File: config.mk
export PLATFORM = sky130hd
export DESIGN_NAME = mc_control_unit_flat
export DESIGN_NICKNAME = d
export VERILOG_FILES = /design/src/rtl/mc_pkg.sv /design/src/rtl/mc_if.sv /design/src/rtl/cond_logic.sv /design/src/rtl/mc_control_unit.sv /design/src/flat_wrapper.sv
export SDC_FILE = /design/constraint.sdc
export NUM_CORES = 1
export LEC_CHECK = 0
export ABC_AREA = 1
export CORE_AREA = 2 2 51 53
export CTS_BUF_LIST = sky130_fd_sc_hd__clkbuf_8
export CTS_CLUSTER_SIZE = 24
export DETAILED_ROUTE_END_ITERATION = 16
export DIE_AREA = 0 0 53 55
export PLACE_DENSITY = 0.79
export SLEW_MARGIN = 25
export SYNTH_ARGS = -nofsm -noshare
export SYNTH_HDL_FRONTEND = slang
export SYNTH_HIERARCHICAL = 1
export SYNTH_SLANG_ARGS = --single-unit
File: constraint.sdc
create_clock -name clk -period 1.25 [get_ports clk]
set_clock_uncertainty 0.15 [all_clocks]
set_input_delay 0.3125 -clock clk [delete_from_list [all_inputs] [get_ports clk]]
set_output_delay 0.3125 -clock clk [all_outputs]
set_load 0.05 [all_outputs]
File: src/rtl/mc_pkg.sv
// Shared types and encodings for the multicycle control unit.
package mc_pkg;

   typedef enum logic [3:0] {
      S_FETCH   = 4'd0,
      S_DECODE  = 4'd1,
      S_MEMADR  = 4'd2,
      S_MEMRD   = 4'd3,
      S_MEMWB   = 4'd4,
      S_MEMWR   = 4'd5,
      S_EXECR   = 4'd6,
      S_EXECI   = 4'd7,
      S_ALUWB   = 4'd8,
      S_BRANCH  = 4'd9,
      S_UNKNOWN = 4'd10
   } state_e;

   localparam logic [1:0] ALU_ADD = 2'b00;
   localparam logic [1:0] ALU_SUB = 2'b01;
   localparam logic [1:0] ALU_AND = 2'b10;
   localparam logic [1:0] ALU_ORR = 2'b11;

   localparam logic [1:0] RES_ALUOUT    = 2'b00;
   localparam logic [1:0] RES_DATA      = 2'b01;
   localparam logic [1:0] RES_ALURESULT = 2'b10;

   localparam logic [1:0] SRCB_RD2    = 2'b00;
   localparam logic [1:0] SRCB_EXTIMM = 2'b01;
   localparam logic [1:0] SRCB_FOUR   = 2'b10;

   localparam logic [3:0] COND_EQ = 4'h0;
   localparam logic [3:0] COND_NE = 4'h1;
   localparam logic [3:0] COND_CS = 4'h2;
   localparam logic [3:0] COND_CC = 4'h3;
   localparam logic [3:0] COND_MI = 4'h4;
   localparam logic [3:0] COND_PL = 4'h5;
   localparam logic [3:0] COND_VS = 4'h6;
   localparam logic [3:0] COND_VC = 4'h7;
   localparam logic [3:0] COND_HI = 4'h8;
   localparam logic [3:0] COND_LS = 4'h9;
   localparam logic [3:0] COND_GE = 4'hA;
   localparam logic [3:0] COND_LT = 4'hB;
   localparam logic [3:0] COND_GT = 4'hC;
   localparam logic [3:0] COND_LE = 4'hD;
   localparam logic [3:0] COND_AL = 4'hE;

   function automatic logic [1:0] alu_decode(input logic [3:0] cmd);
      case (cmd)
         4'b0100: return ALU_ADD;
         4'b0010: return ALU_SUB;
         4'b0000: return ALU_AND;
         4'b1100: return ALU_ORR;
         default: return ALU_ADD;
      endcase
   endfunction

endpackage

File: src/rtl/mc_if.sv
// Instruction fields in, datapath enables out; master is the control unit side.
interface mc_if;
   logic [3:0] Cond;
   logic [1:0] Op;
   logic [5:0] Funct;
   logic [3:0] Rd;
   logic [3:0] ALUFlags;
   logic       PCWrite;
   logic       AdrSrc;
   logic       MemWrite;
   logic       IRWrite;
   logic       RegWrite;
   logic [1:0] ResultSrc;
   logic       ALUSrcA;
   logic [1:0] ALUSrcB;
   logic [1:0] ImmSrc;
   logic [1:0] RegSrc;
   logic [1:0] ALUControl;
   logic [3:0] State;
   logic       Illegal;

   modport master (
      input  Cond, Op, Funct, Rd, ALUFlags,
      output PCWrite, AdrSrc, MemWrite, IRWrite, RegWrite, ResultSrc,
             ALUSrcA, ALUSrcB, ImmSrc, RegSrc, ALUControl, State, Illegal
   );

   modport slave (
      output Cond, Op, Funct, Rd, ALUFlags,
      input  PCWrite, AdrSrc, MemWrite, IRWrite, RegWrite, ResultSrc,
             ALUSrcA, ALUSrcB, ImmSrc, RegSrc, ALUControl, State, Illegal
   );
endinterface

File: src/rtl/cond_logic.sv
// NZCV flag register, condition evaluation and the registered condition
// result that gates every architectural write of the current instruction.
module cond_logic
   import mc_pkg::*;
(
   input  logic       clk,
   input  logic       reset,
   input  logic [3:0] i_cond,
   input  logic [3:0] i_alu_flags,
   input  logic [1:0] i_flag_w,
   output logic       o_cond_ex_r
);

   logic [3:0] r_flags;
   logic       r_cond_ex;
   logic       w_cond_ex;
   logic       w_n, w_z, w_c, w_v, w_ge;

   assign {w_n, w_z, w_c, w_v} = r_flags;
   assign w_ge = (w_n == w_v);

   always_comb begin
      w_cond_ex = 1'b0;
      case (i_cond)
         COND_EQ: w_cond_ex = w_z;
         COND_NE: w_cond_ex = !w_z;
         COND_CS: w_cond_ex = w_c;
         COND_CC: w_cond_ex = !w_c;
         COND_MI: w_cond_ex = w_n;
         COND_PL: w_cond_ex = !w_n;
         COND_VS: w_cond_ex = w_v;
         COND_VC: w_cond_ex = !w_v;
         COND_HI: w_cond_ex = w_c && !w_z;
         COND_LS: w_cond_ex = !w_c || w_z;
         COND_GE: w_cond_ex = w_ge;
         COND_LT: w_cond_ex = !w_ge;
         COND_GT: w_cond_ex = !w_z && w_ge;
         COND_LE: w_cond_ex = w_z || !w_ge;
         COND_AL: w_cond_ex = 1'b1;
         default: w_cond_ex = 1'b0;
      endcase
   end

   // Flags and the gating bit share an edge, so a write-back always sees the
   // condition as evaluated before its own EXEC flag update.
   always_ff @(posedge clk or negedge reset) begin
      if (!reset) begin
         r_flags   <= 4'b0000;
         r_cond_ex <= 1'b0;
      end else begin
         r_cond_ex <= w_cond_ex;
         if (i_flag_w[1] && w_cond_ex) r_flags[3:2] <= i_alu_flags[3:2];
         if (i_flag_w[0] && w_cond_ex) r_flags[1:0] <= i_alu_flags[1:0];
      end
   end

   assign o_cond_ex_r = r_cond_ex;

endmodule

File: src/rtl/mc_control_unit.sv
// Multicycle Moore sequencer driving all datapath enables.
//   state   | meaning
//   FETCH   | read instruction at PC, PC += 4
//   DECODE  | read registers, PC+8 on ALU
//   MEMADR  | compute load/store address
//   MEMRD   | read data memory
//   MEMWB   | write loaded data to register file
//   MEMWR   | write data memory
//   EXECR   | ALU op with register operand
//   EXECI   | ALU op with immediate operand
//   ALUWB   | write ALU result to register file
//   BRANCH  | compute branch target, load PC
//   UNKNOWN | illegal opcode, no writes
module mc_control_unit
   import mc_pkg::*;
(
   input  logic clk,
   input  logic reset,
   mc_if.master bus
);

   state_e     r_state;
   state_e     w_next;
   logic       w_next_pc, w_branch, w_reg_w, w_mem_w, w_alu_op;
   logic       w_adr_src, w_ir_write, w_alu_src_a;
   logic [1:0] w_result_src, w_alu_src_b;
   logic [1:0] w_alu_control, w_flag_w;
   logic       w_cond_ex_r, w_pcs;

   always_ff @(posedge clk or negedge reset) begin
      if (!reset) r_state <= S_FETCH;
      else        r_state <= w_next;
   end

   always_comb begin
      w_next       = S_FETCH;
      w_next_pc    = 1'b0;
      w_branch     = 1'b0;
      w_reg_w      = 1'b0;
      w_mem_w      = 1'b0;
      w_alu_op     = 1'b0;
      w_adr_src    = 1'b0;
      w_ir_write   = 1'b0;
      w_alu_src_a  = 1'b0;
      w_result_src = RES_ALUOUT;
      w_alu_src_b  = SRCB_RD2;
      case (r_state)
         S_FETCH: begin
            w_alu_src_a  = 1'b1;
            w_alu_src_b  = SRCB_FOUR;
            w_result_src = RES_ALURESULT;
            w_ir_write   = 1'b1;
            w_next_pc    = 1'b1;
            w_next       = S_DECODE;
         end
         S_DECODE: begin
            w_alu_src_a  = 1'b1;
            w_alu_src_b  = SRCB_FOUR;
            w_result_src = RES_ALURESULT;
            case (bus.Op)
               2'b00:   w_next = bus.Funct[5] ? S_EXECI : S_EXECR;
               2'b01:   w_next = S_MEMADR;
               2'b10:   w_next = S_BRANCH;
               default: w_next = S_UNKNOWN;
            endcase
         end
         S_MEMADR: begin
            w_alu_src_b = SRCB_EXTIMM;
            w_next      = bus.Funct[0] ? S_MEMRD : S_MEMWR;
         end
         S_MEMRD: begin
            w_adr_src = 1'b1;
            w_next    = S_MEMWB;
         end
         S_MEMWB: begin
            w_result_src = RES_DATA;
            w_reg_w      = 1'b1;
         end
         S_MEMWR: begin
            w_adr_src = 1'b1;
            w_mem_w   = 1'b1;
         end
         S_EXECR: begin
            w_alu_op = 1'b1;
            w_next   = S_ALUWB;
         end
         S_EXECI: begin
            w_alu_src_b = SRCB_EXTIMM;
            w_alu_op    = 1'b1;
            w_next      = S_ALUWB;
         end
         S_ALUWB: w_reg_w = 1'b1;
         S_BRANCH: begin
            w_alu_src_b  = SRCB_EXTIMM;
            w_result_src = RES_ALURESULT;
            w_branch     = 1'b1;
         end
         default: w_next = S_FETCH;
      endcase
   end

   // CV is only meaningful for arithmetic ops, so logical ops leave it alone.
   assign w_alu_control = w_alu_op ? alu_decode(bus.Funct[4:1]) : ALU_ADD;
   assign w_flag_w      = w_alu_op ?
      {bus.Funct[0], bus.Funct[0] && (w_alu_control == ALU_ADD || w_alu_control == ALU_SUB)}
      : 2'b00;

   cond_logic u_cond (
      .clk         (clk),
      .reset       (reset),
      .i_cond      (bus.Cond),
      .i_alu_flags (bus.ALUFlags),
      .i_flag_w    (w_flag_w),
      .o_cond_ex_r (w_cond_ex_r)
   );

   assign w_pcs          = w_branch || (w_reg_w && bus.Rd == 4'b1111);
   assign bus.PCWrite    = w_next_pc || (w_pcs && w_cond_ex_r);
   assign bus.RegWrite   = w_reg_w && w_cond_ex_r;
   assign bus.MemWrite   = w_mem_w && w_cond_ex_r;
   assign bus.AdrSrc     = w_adr_src;
   assign bus.IRWrite    = w_ir_write;
   assign bus.ResultSrc  = w_result_src;
   assign bus.ALUSrcA    = w_alu_src_a;
   assign bus.ALUSrcB    = w_alu_src_b;
   assign bus.ImmSrc     = bus.Op;
   assign bus.RegSrc     = {bus.Op == 2'b01 && !bus.Funct[0], bus.Op == 2'b10};
   assign bus.ALUControl = w_alu_control;
   assign bus.State      = r_state;
   assign bus.Illegal    = (r_state == S_UNKNOWN);

endmodule

File: src/flat_wrapper.sv
// flat-port wrapper written by rule: the top's interface ports become plain ports
module mc_control_unit_flat import mc_pkg::*;
  (clk, reset, bus_Cond, bus_Op, bus_Funct, bus_Rd, bus_ALUFlags, bus_PCWrite, bus_AdrSrc, bus_MemWrite, bus_IRWrite, bus_RegWrite, bus_ResultSrc, bus_ALUSrcA, bus_ALUSrcB, bus_ImmSrc, bus_RegSrc, bus_ALUControl, bus_State, bus_Illegal);
  mc_if bus_i ();
  input  logic clk;
  input  logic reset;
  input wire logic [$bits(bus_i.Cond)-1:0] bus_Cond;
  input wire logic [$bits(bus_i.Op)-1:0] bus_Op;
  input wire logic [$bits(bus_i.Funct)-1:0] bus_Funct;
  input wire logic [$bits(bus_i.Rd)-1:0] bus_Rd;
  input wire logic [$bits(bus_i.ALUFlags)-1:0] bus_ALUFlags;
  output wire logic [$bits(bus_i.PCWrite)-1:0] bus_PCWrite;
  output wire logic [$bits(bus_i.AdrSrc)-1:0] bus_AdrSrc;
  output wire logic [$bits(bus_i.MemWrite)-1:0] bus_MemWrite;
  output wire logic [$bits(bus_i.IRWrite)-1:0] bus_IRWrite;
  output wire logic [$bits(bus_i.RegWrite)-1:0] bus_RegWrite;
  output wire logic [$bits(bus_i.ResultSrc)-1:0] bus_ResultSrc;
  output wire logic [$bits(bus_i.ALUSrcA)-1:0] bus_ALUSrcA;
  output wire logic [$bits(bus_i.ALUSrcB)-1:0] bus_ALUSrcB;
  output wire logic [$bits(bus_i.ImmSrc)-1:0] bus_ImmSrc;
  output wire logic [$bits(bus_i.RegSrc)-1:0] bus_RegSrc;
  output wire logic [$bits(bus_i.ALUControl)-1:0] bus_ALUControl;
  output wire logic [$bits(bus_i.State)-1:0] bus_State;
  output wire logic [$bits(bus_i.Illegal)-1:0] bus_Illegal;
  assign bus_i.Cond = bus_Cond;
  assign bus_i.Op = bus_Op;
  assign bus_i.Funct = bus_Funct;
  assign bus_i.Rd = bus_Rd;
  assign bus_i.ALUFlags = bus_ALUFlags;
  assign bus_PCWrite = bus_i.PCWrite;
  assign bus_AdrSrc = bus_i.AdrSrc;
  assign bus_MemWrite = bus_i.MemWrite;
  assign bus_IRWrite = bus_i.IRWrite;
  assign bus_RegWrite = bus_i.RegWrite;
  assign bus_ResultSrc = bus_i.ResultSrc;
  assign bus_ALUSrcA = bus_i.ALUSrcA;
  assign bus_ALUSrcB = bus_i.ALUSrcB;
  assign bus_ImmSrc = bus_i.ImmSrc;
  assign bus_RegSrc = bus_i.RegSrc;
  assign bus_ALUControl = bus_i.ALUControl;
  assign bus_State = bus_i.State;
  assign bus_Illegal = bus_i.Illegal;
  mc_control_unit u_core (.clk(clk), .reset(reset), .bus(bus_i));
endmodule
==> results.cfg, run 1 <==
[setup_path]
cp-start-kind = flip-flop
cp-end-kind = primary output
crit_family = simple AND/OR/NAND/NOR gates
crit_path_max_incr_delay_ns = 0.43
path_cells = nor2_2 > nand3_1 > nand3_4 > buf_12
required_ns = 0.79
cp.buffers_inverters = 1
reg2reg_to = u_core/u_cond/r_flags[3]
path_class = reg -> out
worstRegToRegCells = 11
path_max_fanout = 4
worstPathArrival_ns = 1.36
critPathSlowestCell = dfrtp_2
regToRegSetupSlack_ns = -0.39
rr_startpoint = u_core/u_cond/r_flags[3]

[drt]
drtIter0Drc = 72
vias_per_cell = 5.83
ant_nets = 0
drt-pass1-iter-count = 6
vias = 1486
drc_errors = 0
routed_wirelength_mm = 5.28
detail_route.wl_per_cell_um = 20.7

[timing]
setup_viol = 27
worst_slew_pin_slew_ns = 0.316
rsz0062_at_grt = yes
tns_ns = -10.51
period_needed_ns = 1.82
timing.fmax_ghz = 0.548
layout_worst_path_cycle_share_pct = 146
max_slew_margin_pct = 78.7
setup_ws_ns = -0.574
slew_violations = 0
finalHoldViolations = 0

[floorplan]
initial_utilization_pct = 35.1
ioPinCount = 43
die-area_um2 = 2920
die_h_um = 55
row_count = 18
die_w_um = 53
core_area_um2 = 2360

[placed_design]
place.gp.congestion = 0.837
hpwlAfterDp_mm = 2.75
portBuffers = 42
place_inst = 244
place_ws_ns = -0.749

[clocking]
numCtsBuffers = 3
clk_latency_ns = 0.23
clk_path_buf_depth = 2
tritoncts = built
cts_root_buf = clkbuf_8
cts_sinks = 9
path_clk_slew_ns = 0.05
ctsHtreeMaxLevel = 1

[cells_and_area]
area_delta_synth_final_pct = 162
diodes = 0
nFillCells = 94
layout.cells.non_filler = 255
nets = 248
final_common_cell = nand2_1
layout_common_cells = nand2_1, buf_4, buf_12
drive_gt1_share_pct = 65.8

[global_route]
busiest_layer = met2
gr-usage-all-layers_pct = 32.0
grt_use_met2_pct = 61.7
use_met1_pct = 30.5
grt_first_pass_wirelength_mm = 6.46
grt_pass1_vias = 1388
grt_overflow = 0
met3_usage_pct = 5.91
antenna_found_initial = 0
grt_max_degree = 10

[power_and_ir_drop]
p_leak_nw = 1.04
vdd_drop_max_v = 0.00256
power-per-cell-area_nw_per_um2 = 2710

[synth]
syn_area_per_cell_um2 = 5.61
synth_compound_area_share_pct = 6.02
synth_fa_ha_area_share_pct = 0
synth_warnings = 6
ys_types = 17
yosysSeqAreaShare_pct = 27.1
synthMuxAreaShare_pct = 0
synth_xor_area_share_pct = 0
synth-seq-cells = 9
synth-simple-area-share_pct = 53.8
netlist_area_um2 = 831
synth_top_family_by_area = simple AND/OR/NAND/NOR gates
netlist_instances = 148
syn_nets = 170

[run]
drv_cap = 0

[hold_path]
hold_class = in -> async

[run_status]
status = finished with violations
failed_checks = setup timing
cell type report:
cell class,count,area [µm²],area share (%)
Timing Repair Buffer,75,900,41.4
Multi-Input combinational cell,112,825,37.9
Sequential cell,9,238,10.9
Inverter,25,130,5.98
Clock buffer,3,41.3,1.90
Tap cell,30,37.5,1.73
Clock inverter,1,3.75,0.173
routing by layer:
| metal | vias to the layer above | wire length (µm) |
|---|---|---|
| li1 | 614 | - |
| met3 | 36 | 485 |
| met5 | - | 0 |
| met4 | 0 | 329 |
| met2 | 126 | 2800 |
| met1 | 710 | 1670 |
repair_timing:
item / CTS / global route
pin swaps: 14 / 8
cloned: 0 / 0
gates resized for setup: 65 / 31
hold buffers: 0 / 0
endpoints found under the setup margin: 30 / 28
hold endpoints to repair: 0 / 0
setup buffers: 5 / 5
state kept, by name, indices dropped and copies added (netlist names):
signal / cells
u_core/u_cond/o_cond_ex_r: 1
u_core/u_cond/r_flags: 4
u_core/bus.State: 4
report_power, final:
part	switching, mW	total [mW]	internal [mW]	leakage (nW)
Combinational	2.76	4.91	2.16	0.900
Clock	0.121	0.335	0.214	0.0269
Sequential	0.206	0.645	0.439	0.109
logic make-up (layout without fill, tap and decap cells):
| logic type | after synthesis | in the layout |
|---|---|---|
| AO/OA/AOI/OAI | 9 | 9 |
| flip-flops | 9 | 9 |
| buffers and inverters | 27 | 104 |
| AND/OR/NAND/NOR | 103 | 103 |
metrics by stage:
stage | hold WS, ns | power (mW) | utilization [%] | area [µm²]
final | 0.215 | 5.90 | 92.0 | 2170
after global routing | 0.244 | 6.07 | 92.0 | 2170
after CTS | 0.214 | 5.42 | 87.3 | 2060
after detailed placement | 0.386 | 4.78 | 79.0 | 1870
after global placement | 0.375 | 4.64 | 79.0 | 1870
after floorplan | -0.133 | 2.72 | - | 1020
how the worst max path moves through the flow:
stage / endpoint / cells after the start / start / slack, ns
after floorplan: bus_ALUControl[0] / 5 / u_core/bus.State[3] / -0.38
after global placement: u_core/u_cond/r_flags[1] / 12 / bus_Cond[2] / -0.65
after detailed placement: u_core/u_cond/r_flags[1] / 12 / bus_Cond[3] / -0.75
after CTS: bus_ALUSrcB[0] / 4 / u_core/bus.State[1] / -0.51
after global routing: bus_ALUSrcB[0] / 4 / u_core/bus.State[2] / -0.68
final: bus_ALUSrcB[0] / 4 / u_core/bus.State[2] / -0.57
Yosys cell counts:
master	instances	area [µm²]
a21oi_1	4	20.0
and2_1	1	6.26
nand3_1	23	115
o22ai_1	1	6.26
o21ai_2	1	8.76
o21ai_1	1	5.00
dfrtp_1	9	225
nor2_2	2	12.5
inv_1	24	90.1
nand2_2	5	31.3
nor2_1	18	67.6
buf_4	2	15.0
nor3_1	3	15.0
nand3b_1	2	15.0
nand2_1	49	184
o21ai_0	2	10.0
inv_2	1	3.75
worst reg2reg max path: cells and delay by family (launching register included):
kind | cells | cell delay [ns]
simple gates | 10 | 0.85
flops | 1 | 0.46
buf+inv | 1 | 0.11
Note: power is estimated with default switching activity, not from simulation.
==> inputs of run 2 (changes only) <==
CTS_CLUSTER_DIAMETER = 150   (was not set)
GPL_ROUTABILITY_DRIVEN = 1   (was not set)
PLACE_DENSITY = 0.77   (was 0.79)
SYNTH_HIERARCHICAL = not set   (was 1)
==> results.cfg, run 2 <==
[run_status]
status = aborted with a tool error
stop_stage = global routing
stop_error = [ERROR DPL-0033] detailed placement checks failed during check placement.

[clocking]
cts_root_buf = clkbuf_8
holdBufCountCts = 0
clk_path_buf_depth = 2
ctsHtreeMaxLevel = 1
cts_sinks = 9
numCtsBuffers = 3

[synth]
synth-async-reset-ratio_pct = 100
synth_flop_cell = dfrtp_1
synth_warnings = 0
synth-seq-cells = 9
syn_area_per_cell_um2 = 6.05
synth_edf_count = 0
yosysMostFrequentCell = nand2_1
ys_types = 23
syn_nets = 154
yosysTopAreaCellShare_pct = 28.2
netlist_instances = 132
synth_common_cells = nand2_1, nor2_1, inv_1
netlist.top_cell.by_area = dfrtp_1
synth_area_leaders = dfrtp_1, nand2_1, nor2_1
yosysSeqAreaShare_pct = 28.2
netlist_area_um2 = 798

[global_route]
antenna_found_initial = 0
grt_max_degree = 10

[floorplan]
die_w_um = 53
initial_utilization_pct = 33.8
ioPinCount = 43
die_h_um = 55
row_count = 18

[timing]
grt-worst-endpoint = bus_PCWrite
worstEpCategory = primary output

[placed_design]
portBuffers = 42
place.gp.congestion = 0.821
hpwlAfterDp_mm = 2.89
[run 2: through the flow]
stage,setup slack [ns],std cells,utilization [%],area [µm²],hold slack (ns)
3_3_place_gp,-0.636,236,80.5,1900,0.377
2_1_floorplan,-0.586,132,-,986,-0.133
3_5_place_dp,-0.741,236,80.5,1900,0.384
4_1_cts,-0.717,251,89.4,2110,0.219
[run 2: kinds of logic after synthesis]
group / synth area share [%]
AOI/OAI and AO/OA: 11.0
buffers and inverters: 12.9
DFF: 28.2
and+or+nand+nor: 48.0
[run 2: what timing repair did]
item / CTS
setup endpoints to repair: 30
pin swaps: 21
gates resized for setup: 54
buffers inserted: 13
==> inputs of run 3 (changes only) <==
CORE_AREA = 2 2 63 65   (was 2 2 51 53)
CTS_BUF_LIST = not set   (was sky130_fd_sc_hd__clkbuf_8)
CTS_CLUSTER_DIAMETER = not set   (was 150)
CTS_CLUSTER_SIZE = not set   (was 24)
DIE_AREA = 0 0 65 67   (was 0 0 53 55)
PLACE_DENSITY = not set   (was 0.77)
PLACE_DENSITY_LB_ADDON = 0.15   (was not set)
clock period = 1.6 ns   (was 1.25 ns; I/O delays follow)
==> results.cfg, run 3 <==
[run_status]
status = finished with violations
failed_checks = setup timing

[cells_and_area]
diodes = 0
nets = 238
fin_area_um2 = 2070
nFillCells = 325
layout_common_cells = buf_4, nand2_1, buf_12
final_common_cell = buf_4
area_delta_synth_final_pct = 159
utilization_pct = 57.4
drive_gt1_share_pct = 57.2

[clocking]
cts_sinks = 9
path_clk_slew_ns = 0.05
ctsHtreeMaxLevel = 1
holdBufCountCts = 0
cts_root_buf = clkbuf_8
numCtsBuffers = 3
clk_latency_ns = 0.23
clk_path_buf_depth = 2
tritoncts = built

[global_route]
grt_first_pass_wirelength_mm = 5.35
grt_overflow = 0
antenna_found_initial = 0
grt_max_degree = 10
grt_pass1_vias = 1214
gr-usage-all-layers_pct = 15.9

[setup_path]
required_ns = 1.05
cp-start-kind = flip-flop
cp-end-kind = primary output
path_max_fanout = 4
path_cells = nor2_4 > inv_2 > buf_6 > o311ai_4 > buf_12
path_class = reg -> out
worstPathArrival_ns = 1.46
crit_path_max_incr_delay_ns = 0.51
critPathSlowestCell = dfrtp_4

[synth]
synth_warnings = 0
netlist.top_cell.by_area = dfrtp_1
synth_edf_count = 0
synth_flop_cell = dfrtp_1
synth-simple-area-share_pct = 48.0
synth_compound_area_share_pct = 11.0
yosysMostFrequentCell = nand2_1
synth_fa_ha_area_share_pct = 0
synth_top_family_by_area = simple AND/OR/NAND/NOR gates
syn_nets = 154
netlist_instances = 132
synthMuxAreaShare_pct = 0
netlist_area_um2 = 798
synth-seq-cells = 9
synth-async-reset-ratio_pct = 100
synth_common_cells = nand2_1, nor2_1, inv_1
synth_xor_area_share_pct = 0
yosysSeqAreaShare_pct = 28.2
yosysTopAreaCellShare_pct = 28.2
ys_types = 23
synth_area_leaders = dfrtp_1, nand2_1, nor2_1
syn_area_per_cell_um2 = 6.05

[timing]
setup_viol = 17
rsz0062_at_grt = yes
finalHoldViolations = 0
slew_violations = 0
setup_ws_ns = -0.406
layout_worst_path_cycle_share_pct = 125
period_needed_ns = 2.01
whs_ns = 0.310
timing.fmax_ghz = 0.498
worst_slew_pin_slew_ns = 0.391
max_slew_margin_pct = 73.9
tns_ns = -4.19

[drt]
drt-pass1-iter-count = 4
drc_errors = 0
routed_wirelength_mm = 2.97
ant_nets = 0
vias_per_cell = 4.35
detail_route.wl_per_cell_um = 11.3
drtIter0Drc = 63
vias = 1145

[power_and_ir_drop]
p_leak_nw = 0.948
power-per-cell-area_nw_per_um2 = 1990
vdd_drop_max_v = 0.000773

[placed_design]
post_dp_cell_area_um2 = 1890
place.gp.congestion = 0.767
portBuffers = 42
place_ws_ns = -0.489
hpwlAfterDp_mm = 2.47

[floorplan]
die-area_um2 = 4360
die_h_um = 67
ioPinCount = 43
initial_utilization_pct = 22.1
die_w_um = 65
row_count = 22
core_area_um2 = 3610

[run]
drv_cap = 0

[hold_path]
hold_class = in -> async
-- run 3: cell counts after synthesis --
Identical to the previous run, type by type.
-- run 3: metrics by stage --
stage | power (mW) | instances
2_1_floorplan | 2.07 | 132
3_3_place_gp | 3.60 | 252
3_5_place_dp | 3.64 | 252
4_1_cts | 4.14 | 262
5_1_grt | 4.34 | 263
6_report | 4.12 | 263
-- run 3: worst paths after layout --
check / start / endpoint / slack, ns / cells past startpoint
max in group asynchronous: reset / u_core.bus.State[3] / 0.67 / 1
min: reset / u_core.u_cond.r_flags[0] / 0.31 / 1
max reg2reg: u_core.bus.State[2] / u_core.u_cond.r_flags[0] / -0.16 / 12
min reg2reg: u_core.u_cond.r_flags[1] / u_core.u_cond.r_flags[1] / 0.36 / 2
min in group clk: u_core.u_cond.r_flags[1] / u_core.u_cond.r_flags[1] / 0.36 / 2
max: u_core.bus.State[3] / bus_ALUSrcB[0] / -0.41 / 5
-- run 3: layer usage --
layer  GRT usage, %  part of all wire (%)
met1           18.0                    40
met4           6.65                   1.7
met5              0                     0
met2           29.4                    53
met3           2.53                   5.0
-- run 3: final cells by class --
type                    instances  area [µm²]  area share, %
repair buffers                 82         942           45.5
clock buffers                   4        45.0           2.18
multi-input cells              98         704           34.0
inverters                      22        85.1           4.11
well taps                      48        60.1           2.90
flip-flops and latches          9         234           11.3
-- run 3: worst max-delay path: cells and delay by family (launching register included) --
| kind | cells | cell delay, ns |
|---|---|---|
| and+or+nand+nor | 1 | 0.11 |
| DFF | 1 | 0.51 |
| AOI/OAI and AO/OA | 1 | 0.25 |
| buffers and inverters | 3 | 0.37 |
-- run 3: kinds of logic after synthesis --
family | Yosys count
buffers and inverters | 25
and+or+nand+nor | 85
DFF | 9
AOI/OAI and AO/OA | 13
-- run 3: timing repair --
action | 4_1_cts | 5_1_grt
hold endpoints to repair | 0 | 0
gates resized for setup | 40 | 5
setup endpoints to repair | 22 | 19
pin swaps | 15 | 3
setup buffers | 7 | 2
-- run 3: power by group --
part / switching, mW / internal, mW / total, mW
Combinational: 1.74 / 1.60 / 3.34
Clock: 0.0874 / 0.173 / 0.261
Sequential: 0.164 / 0.347 / 0.511
